==> config.mk <==
export PLATFORM = sky130hd
export DESIGN_NAME = mcpu_dualport_ram_ctrl
export DESIGN_NICKNAME = d
export VERILOG_FILES = /design/src/rtl/mcpu_dualport_ram_ctrl.sv
export SDC_FILE = /design/constraint.sdc
export NUM_CORES = 2
export LEC_CHECK = 0
export ABC_AREA = 1
export CORE_ASPECT_RATIO = 0.7
export CORE_MARGIN = 1
export CORE_UTILIZATION = 50
export CTS_CLUSTER_DIAMETER = 100
export DETAILED_ROUTE_END_ITERATION = 10
export PLACE_DENSITY_LB_ADDON = 0.2
export SLEW_MARGIN = 20
export SYNTH_ARGS = -nofsm -noshare
export SYNTH_HDL_FRONTEND = slang
export SYNTH_SLANG_ARGS = --single-unit
==> constraint.sdc <==
create_clock -name clk -period 3.2 [get_ports clk]
set_input_delay 0.32 -clock clk [delete_from_list [all_inputs] [get_ports clk]]
set_output_delay 0.32 -clock clk [all_outputs]
set_load 0.01 [all_outputs]
==> src/rtl/mcpu_dualport_ram_ctrl.sv <==
// MCPU RAM controller: one single-ported word array shared by a data port and a fetch port.
// Optional parity protection of stored words when MCPU_RAM_PARITY_EN is defined.
module mcpu_dualport_ram_ctrl #(
  parameter int unsigned WORD_SIZE     = 8,
  parameter int unsigned ADDR_WIDTH    = 8,
  parameter int unsigned RAM_SIZE      = 1 << ADDR_WIDTH,
  parameter bit          DATA_PRIORITY = 1'b1
) (
  input  logic                  clk,
  input  logic                  reset,
  input  logic                  d_req,
  input  logic                  d_we,
  input  logic [ADDR_WIDTH-1:0] d_addr,
  input  logic [WORD_SIZE-1:0]  d_wdata,
  output logic                  d_ack,
  output logic [WORD_SIZE-1:0]  d_rdata,
  input  logic                  i_req,
  input  logic [ADDR_WIDTH-1:0] i_addr,
  output logic                  i_ack,
  output logic [WORD_SIZE-1:0]  i_rdata,
  output logic                  par_err
);

`ifdef MCPU_RAM_PARITY_EN
  localparam int unsigned MEM_W = WORD_SIZE + 1;
`else
  localparam int unsigned MEM_W = WORD_SIZE;
`endif
  localparam int unsigned IDX_W = (RAM_SIZE > 1) ? $clog2(RAM_SIZE) : 1;

  typedef enum logic {GNT_DATA = 1'b0, GNT_INSTR = 1'b1} grant_t;

  grant_t                last_grant, last_grant_nxt;
  logic                  d_elig, i_elig, gnt_d, gnt_i;
  logic [ADDR_WIDTH-1:0] acc_addr;
  logic [IDX_W-1:0]      acc_idx;
  logic                  in_range, wr_en;
  logic [MEM_W-1:0]      rd_word, wr_word;
  logic [WORD_SIZE-1:0]  rd_data;
  logic                  perr_c;

  logic [MEM_W-1:0] mem [0:RAM_SIZE-1];

  // A port in its ack cycle is presenting the request it just completed
  assign d_elig = d_req & ~d_ack;
  assign i_elig = i_req & ~i_ack;

  // Arbiter: one grant per cycle, tie broken by priority or round-robin
  always_comb begin
    gnt_d          = 1'b0;
    gnt_i          = 1'b0;
    last_grant_nxt = last_grant;
    if (d_elig && i_elig) begin
      if (DATA_PRIORITY || (last_grant == GNT_INSTR)) gnt_d = 1'b1;
      else                                            gnt_i = 1'b1;
    end else if (d_elig) begin
      gnt_d = 1'b1;
    end else if (i_elig) begin
      gnt_i = 1'b1;
    end
    if (gnt_d)      last_grant_nxt = GNT_DATA;
    else if (gnt_i) last_grant_nxt = GNT_INSTR;
  end

  always_ff @(posedge clk) begin
    if (reset) last_grant <= GNT_INSTR;
    else       last_grant <= last_grant_nxt;
  end

  assign acc_addr = gnt_d ? d_addr : i_addr;
  assign acc_idx  = acc_addr[IDX_W-1:0];
  assign in_range = (32'(acc_addr) < RAM_SIZE);
  assign wr_en    = gnt_d & d_we & in_range & ~reset;
  assign rd_word  = mem[acc_idx];

`ifdef MCPU_RAM_PARITY_EN
  // Even parity: stored word including parity bit has an even number of ones
  assign wr_word = {^d_wdata, d_wdata};
  assign rd_data = rd_word[WORD_SIZE-1:0];
  assign perr_c  = in_range & (^rd_word);
`else
  assign wr_word = d_wdata;
  assign rd_data = rd_word;
  assign perr_c  = 1'b0;
`endif

  // Array is deliberately not reset
  always_ff @(posedge clk) begin
    if (wr_en) mem[acc_idx] <= wr_word;
  end

  always_ff @(posedge clk) begin
    if (reset) begin
      d_ack   <= 1'b0;
      i_ack   <= 1'b0;
      d_rdata <= '0;
      i_rdata <= '0;
      par_err <= 1'b0;
    end else begin
      d_ack   <= gnt_d;
      i_ack   <= gnt_i;
      par_err <= 1'b0;
      if (gnt_d && !d_we) begin
        d_rdata <= in_range ? rd_data : '0;
        par_err <= perr_c;
      end
      if (gnt_i) begin
        i_rdata <= in_range ? rd_data : '0;
        par_err <= perr_c;
      end
    end
  end

endmodule

* Yosys cells after proc, flatten, opt, wreduce, memory -nomap -nowiden
Memory sizes are Yosys's and may differ from the RTL's.
Cells that the tools add are included.
** Cells by class
- Mux-type cells :: 8
- Bitwise gates (word level) :: 7
- Reductions and logical operators :: 3
** Operators with widths (number)
- $mux 8 :: 1
- $mux 1 :: 7
- $and 1x1->1 :: 4
- $not 1->1 :: 3
- $logic_and 1x1->1 :: 2
- $logic_not 1->1 :: 1
** Storage, ports and cells
- Bits in registers :: 18
- Memory bits (writable) :: 2048
- Input port bits :: 29
- Output and inout port bits :: 19
- Logic and storage cells :: 23
- Memories :: 1
** Memories
- mem :: words 256, width 8, read ports 1, clocked after memory_dff 0, write ports 1, line 42 : logic [MEM_W-1:0] mem [0:RAM_SIZE-1];

* Depth between registers and ports, before layout
- Depth in word-level cells :: 8
- Gate-level depth with buffers :: 21

* Worst setup path after synthesis
Ideal clock, no wire load.
- Path type :: reg2reg
- From :: register d_ack
- To :: memory mem[62][0] (netlist name) (enable)
- Library setup time :: 0.370 ns
- Arrival :: 2.304 ns
- Slack :: 0.525 ns
- Cell stages (with the launch flop) :: 13
- Buffers on the path :: 3
- Clock period less this slack :: 2.675 ns
- Cell sequence :: dfxtp_1 inv_2 nand2_2 buf_4 inv_4 or2_2 o21ai_0 inv_1 nor2_1 buf_2 nand2_1 clkbuf_1 nor2_1
** Between the ends
- Word-level cells in the longest chain between the ends :: 8
- Elaborated cells between the ends (all ways) :: 10
- Those cells by class :: mux (5); bitwise (4); reduce/logical (1)
** RTL lines
- start: declaration :: line 15 : output logic d_ack,
- start signal: assignment :: line 100 : d_ack <= gnt_d;
- $not 1->1 * :: line 45 : assign d_elig = d_req & ~d_ack;
- $and 1x1->1 * :: line 45
- $mux 1 or $logic_and 1x1->1 (tied branches) :: line 56, 53
- $mux 1 * :: line 53 : if (d_elig && i_elig) begin
- $and 1x1->1 (2 in series) :: line 73 : assign wr_en = gnt_d & d_we & in_range & ~reset;
- $mux 1 :: line 89 : if (wr_en) mem[acc_idx] <= wr_word;
- $mux 1 (not written as such) :: line 89
- end: declaration :: line 42
Every way passes the cells marked *; elsewhere a longest branch is shown, timed or not.

* Final worst setup path
- From :: register d_ack
- To :: memory mem[33][4] (netlist name) (enable)
The elaborated chain is that of the path after synthesis.

==> reports/metrics.csv <==
metric,value,unit
fp-row-count,128,
power_leakage,43.0,nW
status,finished with violations,
num_vias,62800,
tightest_slew,951,ps
clock_latency,820,ps
ys_types,23,
grt_max_degree,94,
nFillCells,14500,
post_dp_cell_area,0.0965,mm²
max_freq,0.308,GHz
crit_arrival,3780,ps
setup_viol,9,
rsz0062_at_grt,yes,
relSlewSlack,0.366,
synth.avg_cell_area,10.0,µm²
die_y,352,µm
core,0.174,mm²
die_w,502,µm
numCtsBuffers,190,
drc,0,
grt.total_usage,0.286,
syn-num-nets,8752,
drv_slew,0,
timing.final.crit_share,1.01,
final_common_cell,nand2_1,
hold_viol_final,0,
fin_crit,3250,ps
antenna_found_initial,6,
ir_drop,0.000525,V
final_util,0.594,
ys.warnings.count,0,
clockRootBuffer,clkbuf_16,
gp_congestion,0.998,
required,3730,ps
finalNonFillerCells,11800,
crit_type,reg2reg,
seq_area,0.0619,mm²
fp.dieArea,0.177,mm²
vias_per_cell,5.33,
hold_path_class,in2reg,
cts_tree,built,
clock_sinks,2066,
initial_core_util,0.503,
routed_wl,255000,µm
grt_pass1_vias,59100,
yosysSeqAreaShare,0.706,
holdWs,8.20,ps
syn-cell-area,0.0876,mm²
violations,negative setup slack,
grt_pass1_wl,377000,µm
path_max_fanout,12,
final_area,0.103,mm²
drt_first_pass_iters,6,
maxCapViolCount,0,
postRouteAntennaNets,0,
critPathLaunchType,register,
fin_skew,19.9,ps
preCtsSetupSlack,-756,ps
end_kind,register,
ys_seq_elements,2066,
post_drt_wl_per_cell,21.7,µm
cts_max_level,4,
dp_hpwl,164000,µm
nets,9307,
grt_overflow_total,0,
ios,48,
syn_inst,8723,
clockBufferDepth,3,
drt-initial-drc-count,7907,
placed_cells,11400,
path_clk_slew,60,ps
port_buffers,46,
syn2layout_area_growth,18.0,%
multi_input_area,0.0238,mm²
drive_above_1_share,0.124,
layout_common_cells,"nand2_1, edfxtp_1, buf_4",
setup_slack,-46.0,ps
power_density,574,mW/mm²
power by group:
part / internal (mW) / switching (mW)
Combinational: 2.20 / 4.63
Sequential: 29.7 / 0.0337
Clock: 12.7 / 10.0
sequential cells by signal, indices dropped and copies added (netlist names):
signal / count
mem: 2048
i_ack: 1
d_rdata: 8
d_ack: 1
i_rdata: 8
Yosys cell counts:
| master | instances | share of area |
|---|---|---|
| a21oi_1 | 16 | 0.00091 |
| buf_1 | 17 | 0.00073 |
| buf_2 | 276 | 0.016 |
| buf_4 | 6 | 0.00051 |
| buf_6 | 6 | 0.00077 |
| clkbuf_1 | 159 | 0.0068 |
| conb_1 | 1 | 0.000043 |
| dfxtp_1 | 18 | 0.0041 |
| edfxtp_1 | 2048 | 0.70 |
| inv_1 | 33 | 0.0014 |
| inv_2 | 8 | 0.00034 |
| inv_4 | 1 | 0.000071 |
| nand2_1 | 5320 | 0.23 |
| nand2_2 | 2 | 0.00014 |
| nand3_1 | 166 | 0.0095 |
| nor2_1 | 612 | 0.026 |
| nor2_2 | 7 | 0.00050 |
| nor3_1 | 1 | 0.000057 |
| nor4_1 | 1 | 0.000071 |
| o21ai_0 | 18 | 0.0010 |
| o21ai_2 | 3 | 0.00030 |
| or2_1 | 2 | 0.00014 |
| or2_2 | 2 | 0.00014 |
worst max-delay path: stages (launching register included):
cell     delay [ps]
dfxtp_2         390
buf_12          130
inv_2            60
buf_4           150
nand3_2         110
nand2_4         110
buf_12          180
buf_4           150
nor2_4          240
inv_1           160
nor2_1          200
nand2_2         100
buf_4           230
nor2_1          430
buf_4           280
per-stage QoR:
step	power, mW	setup TNS, ps
6_report	59.3	-344
5_1_grt	61.1	-667
4_1_cts	59.3	-9.31
3_5_place_dp	36.9	-417750
3_3_place_gp	36.8	-396820
2_1_floorplan	33.6	0
kinds of logic (layout without fill, tap and decap cells):
family,after synthesis,count (layout),share of synthesized area
buffers and inverters,506,1218,0.0264
other,1,2,0.0000428
AO/OA/AOI/OAI,37,37,0.00224
flip-flops,2066,2066,0.706
AND/OR/NAND/NOR,6113,6113,0.265
cell type report:
type / instances / share of cell area
flip-flops and latches: 2066 / 0.599
well taps: 2340 / 0.0283
diodes: 1 / 0.0000242
clock inverters: 109 / 0.00979
multi-input cells: 6151 / 0.230
clock buffers: 240 / 0.0492
repair buffers: 827 / 0.0826
inverters: 42 / 0.00167
timing repair:
action	CTS	global route
endpoints found under the setup margin	1152	237
resized for setup	44	79
setup buffers	7	7
hold endpoints to repair	208	0
cloned	0	7
hold buffers	7	0
pin swaps	2	4
metal layers:
layer / vias up / part of all wire / wire length (µm) / track usage
li1: 29300 / - / - / -
met4: 2 / 0.025 / 6270 / 0.0746
met1: 30100 / 0.45 / 114000 / 0.445
met3: 352 / 0.10 / 26000 / 0.0535
met5: - / 0.000051 / 13 / 0
met2: 2989 / 0.43 / 109000 / 0.412
path summary, 6_finish.rpt:
| check | start | endpoint | slack, ps | cells after the start |
|---|---|---|---|---|
| setup / recovery | d_ack$_SDFF_PP0_ | mem[33][4]$_DFFE_PP_ | -50 | 14 |
| hold / removal | d_wdata[6] | mem[142][6]$_DFFE_PP_ | 8 | 1 |
| setup reg to reg | d_ack$_SDFF_PP0_ | mem[33][4]$_DFFE_PP_ | -50 | 14 |
| hold reg to reg | d_rdata[6]$_SDFFE_PP0P_ | d_rdata[6]$_SDFFE_PP0P_ | 570 | 2 |
No activity file was read; power rests on OpenSTA's default activity.
